<file path="src/rtl/apb_pkg.sv">
// Shared APB completer definitions: bus widths, FSM states and error causes.
package apb_pkg;

   localparam int APB_DATA_W = 32;
   localparam int APB_STRB_W = 4;

   typedef enum logic [0:0] {
      IDLE   = 1'b0,
      ACCESS = 1'b1
   } state_e;

   // One flag per reason a transfer is answered with PSLVERR.
   typedef struct packed {
      logic prot;          // non-secure access to a secure-only completer
      logic nse;           // PNSE set (realm/root extension not supported)
      logic out_of_range;  // address outside the memory window
      logic misalign;      // byte address not word aligned
   } err_cause_t;

endpackage

</file>
<file path="src/rtl/apb_slave_mem_if.sv">
// APB4 bus bundle between a requester (master) and a completer (slave).
interface apb_slave_mem_if
   import apb_pkg::*;
#(
   parameter int ADDR_WIDTH = 32
);
   logic                  PSELx;
   logic                  PENABLE;
   logic [ADDR_WIDTH-1:0] PADDR;
   logic                  PWRITE;
   logic [APB_DATA_W-1:0] PWDATA;
   logic [APB_STRB_W-1:0] PSTRB;
   logic [2:0]            PPROT;
   logic                  PNSE;
   logic [APB_DATA_W-1:0] PRDATA;
   logic                  PREADY;
   logic                  PSLVERR;

   modport master (
      output PSELx, PENABLE, PADDR, PWRITE, PWDATA, PSTRB, PPROT, PNSE,
      input  PRDATA, PREADY, PSLVERR
   );

   modport slave (
      input  PSELx, PENABLE, PADDR, PWRITE, PWDATA, PSTRB, PPROT, PNSE,
      output PRDATA, PREADY, PSLVERR
   );
endinterface

</file>
<file path="src/rtl/apb_slave_decode.sv">
// Address/attribute decode for the APB memory: word index and error flag.
module apb_slave_decode
   import apb_pkg::*;
#(
   parameter int                    ADDR_WIDTH  = 32,
   parameter int                    DEPTH       = 16,
   parameter logic [ADDR_WIDTH-1:0] BASE_ADDR   = '0,
   parameter bit                    SECURE_ONLY = 1'b0,
   localparam int                   IDX_W       = $clog2(DEPTH)
) (
   input  logic [ADDR_WIDTH-1:0] PADDR,
   input  logic [2:0]            PPROT,
   input  logic                  PNSE,
   output logic [IDX_W-1:0]      index,
   output logic                  err
);
   // One bit wider so a window ending at the top of the address space does not wrap.
   localparam logic [ADDR_WIDTH:0] LIMIT = {1'b0, BASE_ADDR} + (ADDR_WIDTH+1)'(DEPTH * 4);

   logic [ADDR_WIDTH-1:0] offset;
   err_cause_t            cause;
   logic                  prot_unused;

   // Only the secure/non-secure bit of PPROT matters here.
   assign prot_unused = PPROT[2] ^ PPROT[0];

   // Decode word index and every error cause from the setup-phase attributes.
   always_comb begin
      offset             = PADDR - BASE_ADDR;
      index              = IDX_W'(offset >> 2);
      cause.misalign     = |PADDR[1:0];
      cause.out_of_range = (PADDR < BASE_ADDR) || ({1'b0, PADDR} >= LIMIT);
      cause.nse          = PNSE;
      cause.prot         = SECURE_ONLY && PPROT[1];
      err                = |cause;
   end

endmodule

</file>
<file path="src/rtl/apb_slave_mem.sv">
// APB4 completer backed by a small word memory with wait states, byte strobes
// and PSLVERR signalling.
module apb_slave_mem
   import apb_pkg::*;
#(
   parameter int                    ADDR_WIDTH  = 32,
   parameter int                    DATA_WIDTH  = 32,
   parameter int                    DEPTH       = 16,
   parameter logic [ADDR_WIDTH-1:0] BASE_ADDR   = '0,
   parameter int                    WAIT_CYCLES = 1,
   parameter bit                    SECURE_ONLY = 1'b0
) (
   input logic            PCLK,
   input logic            PRESETn,
   apb_slave_mem_if.slave bus
);
   localparam int IDX_W = $clog2(DEPTH);

   state_e                state_q;
   logic [3:0]            cnt_q;
   logic [IDX_W-1:0]      idx_q;
   logic [IDX_W-1:0]      idx_d;
   logic                  write_q;
   logic                  err_q;
   logic                  err_d;
   logic [DATA_WIDTH-1:0] mem [DEPTH];
   logic                  setup;
   logic                  ready;
   logic                  done;

   apb_slave_decode #(
      .ADDR_WIDTH  (ADDR_WIDTH),
      .DEPTH       (DEPTH),
      .BASE_ADDR   (BASE_ADDR),
      .SECURE_ONLY (SECURE_ONLY)
   ) u_decode (
      .PADDR (bus.PADDR),
      .PPROT (bus.PPROT),
      .PNSE  (bus.PNSE),
      .index (idx_d),
      .err   (err_d)
   );

   assign setup = bus.PSELx && !bus.PENABLE;
   assign ready = (state_q == ACCESS) && (cnt_q == 4'd0);
   assign done  = ready && bus.PSELx && bus.PENABLE;

   // Outputs come only from registered state so no bus input reaches them combinationally.
   assign bus.PREADY  = ready;
   assign bus.PSLVERR = ready && err_q;
   assign bus.PRDATA  = (ready && !write_q && !err_q) ? mem[idx_q] : '0;

   // Transfer FSM: latch the request at setup, count wait states, finish or abort.
   always_ff @(posedge PCLK or negedge PRESETn) begin
      if (!PRESETn) begin
         state_q <= IDLE;
         cnt_q   <= 4'd0;
         idx_q   <= '0;
         write_q <= 1'b0;
         err_q   <= 1'b0;
      end else begin
         case (state_q)
            IDLE: begin
               if (setup) begin
                  state_q <= ACCESS;
                  idx_q   <= idx_d;
                  write_q <= bus.PWRITE;
                  err_q   <= err_d;
                  cnt_q   <= 4'(WAIT_CYCLES);
               end
            end
            ACCESS: begin
               if (!bus.PSELx) begin
                  state_q <= IDLE;
               end else if (bus.PENABLE) begin
                  if (cnt_q != 4'd0) cnt_q <= cnt_q - 4'd1;
                  else               state_q <= IDLE;
               end
            end
            default: state_q <= IDLE;
         endcase
      end
   end

   // Memory: cleared by reset, byte-lane update on a good write completion only.
   always_ff @(posedge PCLK or negedge PRESETn) begin
      if (!PRESETn) begin
         for (int i = 0; i < DEPTH; i++) mem[i] <= '0;
      end else if (done && write_q && !err_q) begin
         for (int k = 0; k < APB_STRB_W; k++) begin
            if (bus.PSTRB[k]) mem[idx_q][8*k +: 8] <= bus.PWDATA[8*k +: 8];
         end
      end
   end

endmodule

</file>
<file path="src/flat_wrapper.sv">
// flat-port wrapper written by rule: the top's interface ports become plain ports
module apb_slave_mem_flat import apb_pkg::*;
#(
   parameter int                    ADDR_WIDTH  = 32,
   parameter int                    DATA_WIDTH  = 32,
   parameter int                    DEPTH       = 16,
   parameter logic [ADDR_WIDTH-1:0] BASE_ADDR   = '0,
   parameter int                    WAIT_CYCLES = 1,
   parameter bit                    SECURE_ONLY = 1'b0
)
  (PCLK, PRESETn, bus_PSELx, bus_PENABLE, bus_PADDR, bus_PWRITE, bus_PWDATA, bus_PSTRB, bus_PPROT, bus_PNSE, bus_PRDATA, bus_PREADY, bus_PSLVERR);
  apb_slave_mem_if #(.ADDR_WIDTH(ADDR_WIDTH)) bus_i ();
  input logic PCLK;
  input logic PRESETn;
  input wire logic [$bits(bus_i.PSELx)-1:0] bus_PSELx;
  input wire logic [$bits(bus_i.PENABLE)-1:0] bus_PENABLE;
  input wire logic [$bits(bus_i.PADDR)-1:0] bus_PADDR;
  input wire logic [$bits(bus_i.PWRITE)-1:0] bus_PWRITE;
  input wire logic [$bits(bus_i.PWDATA)-1:0] bus_PWDATA;
  input wire logic [$bits(bus_i.PSTRB)-1:0] bus_PSTRB;
  input wire logic [$bits(bus_i.PPROT)-1:0] bus_PPROT;
  input wire logic [$bits(bus_i.PNSE)-1:0] bus_PNSE;
  output wire logic [$bits(bus_i.PRDATA)-1:0] bus_PRDATA;
  output wire logic [$bits(bus_i.PREADY)-1:0] bus_PREADY;
  output wire logic [$bits(bus_i.PSLVERR)-1:0] bus_PSLVERR;
  assign bus_i.PSELx = bus_PSELx;
  assign bus_i.PENABLE = bus_PENABLE;
  assign bus_i.PADDR = bus_PADDR;
  assign bus_i.PWRITE = bus_PWRITE;
  assign bus_i.PWDATA = bus_PWDATA;
  assign bus_i.PSTRB = bus_PSTRB;
  assign bus_i.PPROT = bus_PPROT;
  assign bus_i.PNSE = bus_PNSE;
  assign bus_PRDATA = bus_i.PRDATA;
  assign bus_PREADY = bus_i.PREADY;
  assign bus_PSLVERR = bus_i.PSLVERR;
  apb_slave_mem #(.ADDR_WIDTH(ADDR_WIDTH), .DATA_WIDTH(DATA_WIDTH), .DEPTH(DEPTH), .BASE_ADDR(BASE_ADDR), .WAIT_CYCLES(WAIT_CYCLES), .SECURE_ONLY(SECURE_ONLY)) u_core (.PCLK(PCLK), .PRESETn(PRESETn), .bus(bus_i));
endmodule
</file>
<file path="config.mk">
export PLATFORM = sky130hd
export DESIGN_NAME = apb_slave_mem_flat
export DESIGN_NICKNAME = d
export VERILOG_FILES = /design/src/rtl/apb_pkg.sv /design/src/rtl/apb_slave_mem_if.sv /design/src/rtl/apb_slave_decode.sv /design/src/rtl/apb_slave_mem.sv /design/src/flat_wrapper.sv
export SDC_FILE = /design/constraint.sdc
export NUM_CORES = 1
export LEC_CHECK = 0
export ABC_CLOCK_PERIOD_IN_PS = 2320
export CAP_MARGIN = 10
export CORE_MARGIN = 2
export CORE_UTILIZATION = 55
export CTS_CLUSTER_SIZE = 12
export DETAILED_ROUTE_END_ITERATION = 8
export PLACE_DENSITY = 0.76
export SLEW_MARGIN = 40
export SYNTH_ARGS = -nofsm -noshare
export SYNTH_HDL_FRONTEND = slang
export SYNTH_SLANG_ARGS = --single-unit
</file>
<file path="constraint.sdc">
create_clock -name PCLK -period 2.32 [get_ports PCLK]
set_input_delay 0.232 -clock PCLK [delete_from_list [all_inputs] [get_ports PCLK]]
set_output_delay 0.232 -clock PCLK [all_outputs]
set_load 0.01 [all_outputs]
</file>
==> run summary <==
outcome -> finished, violations left
failing checks -> negative setup slack
largest net degree at the start of global routing -> 77
DR WL/cell -> 27.1 µm
largest fanout on the critical path -> 7
total CTS buffers -> 54
drt pass-1 iters -> 5
Final period util -> 1.21
clock slew at reported path FFs -> 0.06 ns
Yosys top cell area share -> 0.536
vias -> 15,449
vias in the first global route -> 17,186
Yosys cell types -> 44
setup violators final -> 452
first-pass GRT wire length -> 105,000 µm
VDD IR max -> 0.000637 V
Endpoint, Worst Hold -> u_core.idx_q[1]
Vias per Instance -> 6.19
reg2reg start -> u_core.cnt_q[0]
slowest cell on the critical path -> dfrtp_4
standard-cell rows -> 77
Crit Path Class -> flip-flop to output port
CP Data Required Time -> 2.09 ns
Yosys top cell by area -> dfrtp_1
initial antenna violation count -> 0
Post-Syn Nets -> 1,657
all-layer global routing usage -> 0.298
startpoint type of the worst setup path -> flip-flop
Avg Inst Size Synth -> 15.5 µm²
Worst R2R Path Depth -> 11
area of the multi-input gates -> 12,600 µm²
Yosys reg bits -> 523
slew margin rel. -> 0.490
area of the core -> 44,000 µm²
final hold vios -> 0
ys flop type -> dfrtp_1
share of cells above drive strength 1 -> 0.555
Die W -> 215 µm
number of buffers added on ports -> 107
Hold Path Class -> input port to flip-flop
yosys warns -> 0
Root Buffer -> clkbuf_16
Max Slew Vio Count -> 0
Setup WS post-layout -> -0.490 ns
Fmax achieved -> 0.356 GHz
Num Clock Sinks -> 523
First DRT Iteration DRCs -> 1,083
WP data arrival -> 2.58 ns
Initial Util -> 0.554
Setup TNS -> -98.82 ns
Final nets -> 1,940
RSZ-0062 raised after global routing -> true
Fillers -> 2,609
routability congestion estimate -> 0.776
routed wire length -> 67,500 µm
sequential area share after synthesis -> 0.536
post-layout min period -> 2.81 ns
min-delay src -> bus_PADDR[3]
hpwl dp -> 38,400 µm
Post-synth EDFFs -> 0
synth top area cells -> dfrtp_1, mux2_2, mux4_2, nor2_8, mux2i_1
total global routing overflow -> 0
overall die area -> 46,100 µm²
worst reg2reg setup slack -> -0.30 ns
Layout Skew -> 0.0154 ns
synth cell count leaders -> dfrtp_1, mux2_2, mux4_2
worst-path cell chain -> buf_12 -> buf_4 -> buf_16 -> buf_12 -> mux4_2 -> o22ai_1 -> nor2_1 -> buf_2
Cells after Synth -> 1,579
register cell area after layout -> 13,100 µm²
clk_lat worst skew -> 0.60 ns
worst slew pin tran -> 0.763 ns
pwr/cell area -> 668 nW/µm²
CP endpoint kind -> output port
Max Cap Viol -> 0
Area Growth Syn to Fin -> 31.8%
Final ANT Viol Nets -> 0
boundary pin count -> 111
H-tree depth -> 2
synthesized area -> 24,400 µm²
number of remaining DRC errors -> 0
Pleak -> 0.0157 µW
die height -> 215 µm
Hold WS -> 0.192 ns
clk buf depth -> 3
CTS tree -> built
Crit Reg-Reg Endpoint -> u_core.mem[328]
CP most frequent cell -> buf_12
Post-synth ARST share -> 1.00
worst hold stages -> 3
max incr delay on CP -> 0.57 ns
top-count cell post-synth -> dfrtp_1
pre-CTS setup slack -> -0.341 ns
==> critical path, delay by kind of cell (launching register included) <==
| family | cells | cell delay (ns) |
|---|---|---|
| flops | 1 | 0.57 |
| mux | 1 | 0.42 |
| buf+inv | 5 | 0.74 |
| compound gates | 1 | 0.16 |
| simple gates | 1 | 0.08 |
==> metal layers <==
layer  GRT usage  up-vias  part of all wire
li1            -     6477                 -
met1       0.402     8383              0.42
met2       0.485      445              0.50
met3      0.0580      144             0.049
met4       0.112        0             0.034
met5           0        -                 0
==> cell usage in the layout, fill, tap and decap left out, types with 18 or more instances in the layout <==
cell,n
nand2_1,22
buf_12,82
mux4_2,96
buf_6,33
buf_4,92
nor2_8,34
buf_2,30
nor2_1,30
mux2_4,386
mux2_2,133
clkdlybuf4s50_1,72
a22oi_1,26
clkbuf_16,57
mux2i_1,62
dfrtp_1,521
clkbuf_1,18
o211ai_1,30
==> state kept, by name, indices dropped and copies added (netlist names) <==
register,cells
u_core.mem,512
u_core.write_q,1
u_core.idx_q,4
u_core.state_q,1
u_core.cnt_q,4
u_core.err_q,1
==> report_power, final <==
part | switching, µW | internal (µW) | total, µW | leakage, µW
sequential | 103 | 9220 | 9320 | 0.00729
combinational | 1870 | 1720 | 3590 | 0.00759
clock | 3580 | 4990 | 8570 | 0.000855
==> final cells by class <==
type	instances	share of cell area
Tap cell	592	0.0230
Sequential cell	523	0.407
Antenna cell	1	0.0000778
Inverter	6	0.000700
Clock inverter	7	0.00187
Clock buffer	88	0.0520
Multi-Input combinational cell	948	0.393
Timing Repair Buffer	329	0.123
==> logic make-up after synthesis <==
group                    count (synthesis)  share of synthesized area
AO/OA/AOI/OAI                          109                     0.0312
buffers and inverters                  108                     0.0199
flip-flops                             523                      0.536
AND/OR/NAND/NOR                        159                     0.0555
adder cells (fa/ha/maj)                  1                   0.000512
multiplexers                           679                      0.357
==> through the flow <==
| step | std cells | total power, µW | cell area, µm² | utilization |
|---|---|---|---|---|
| after floorplan | 1579 | 10800 | 24400 | - |
| after global placement | 2320 | 12200 | 27600 | 0.626 |
| after detailed placement | 2320 | 12200 | 27600 | 0.626 |
| after CTS | 2488 | 21500 | 31900 | 0.724 |
| after global routing | 2493 | 22200 | 32200 | 0.730 |
| final | 2494 | 21500 | 32200 | 0.731 |
==> worst max path at each step <==
stage | end | slack, ns | from
finish | bus_PRDATA[4] | -0.49 | u_core.idx_q[0]
detailed placement | u_core.mem[64] | -0.34 | bus_PENABLE
global placement | u_core.mem[69] | -0.29 | bus_PENABLE
floorplan | u_core.mem[10] | 0.01 | u_core.cnt_q[1]
global route | bus_PRDATA[5] | -0.53 | u_core.idx_q[0]
CTS | bus_PRDATA[2] | -0.52 | u_core.idx_q[0]
==> what timing repair did <==
action / 4_1_cts / 5_1_grt
hold buffers: 1 / 0
hold endpoints to repair: 63 / 0
buffers inserted: 65 / 12
setup endpoints to repair: 426 / 544
pin swaps: 98 / 66
cloned: 9 / 0
gates resized for setup: 579 / 75
No activity file was read; power rests on OpenSTA's default activity.
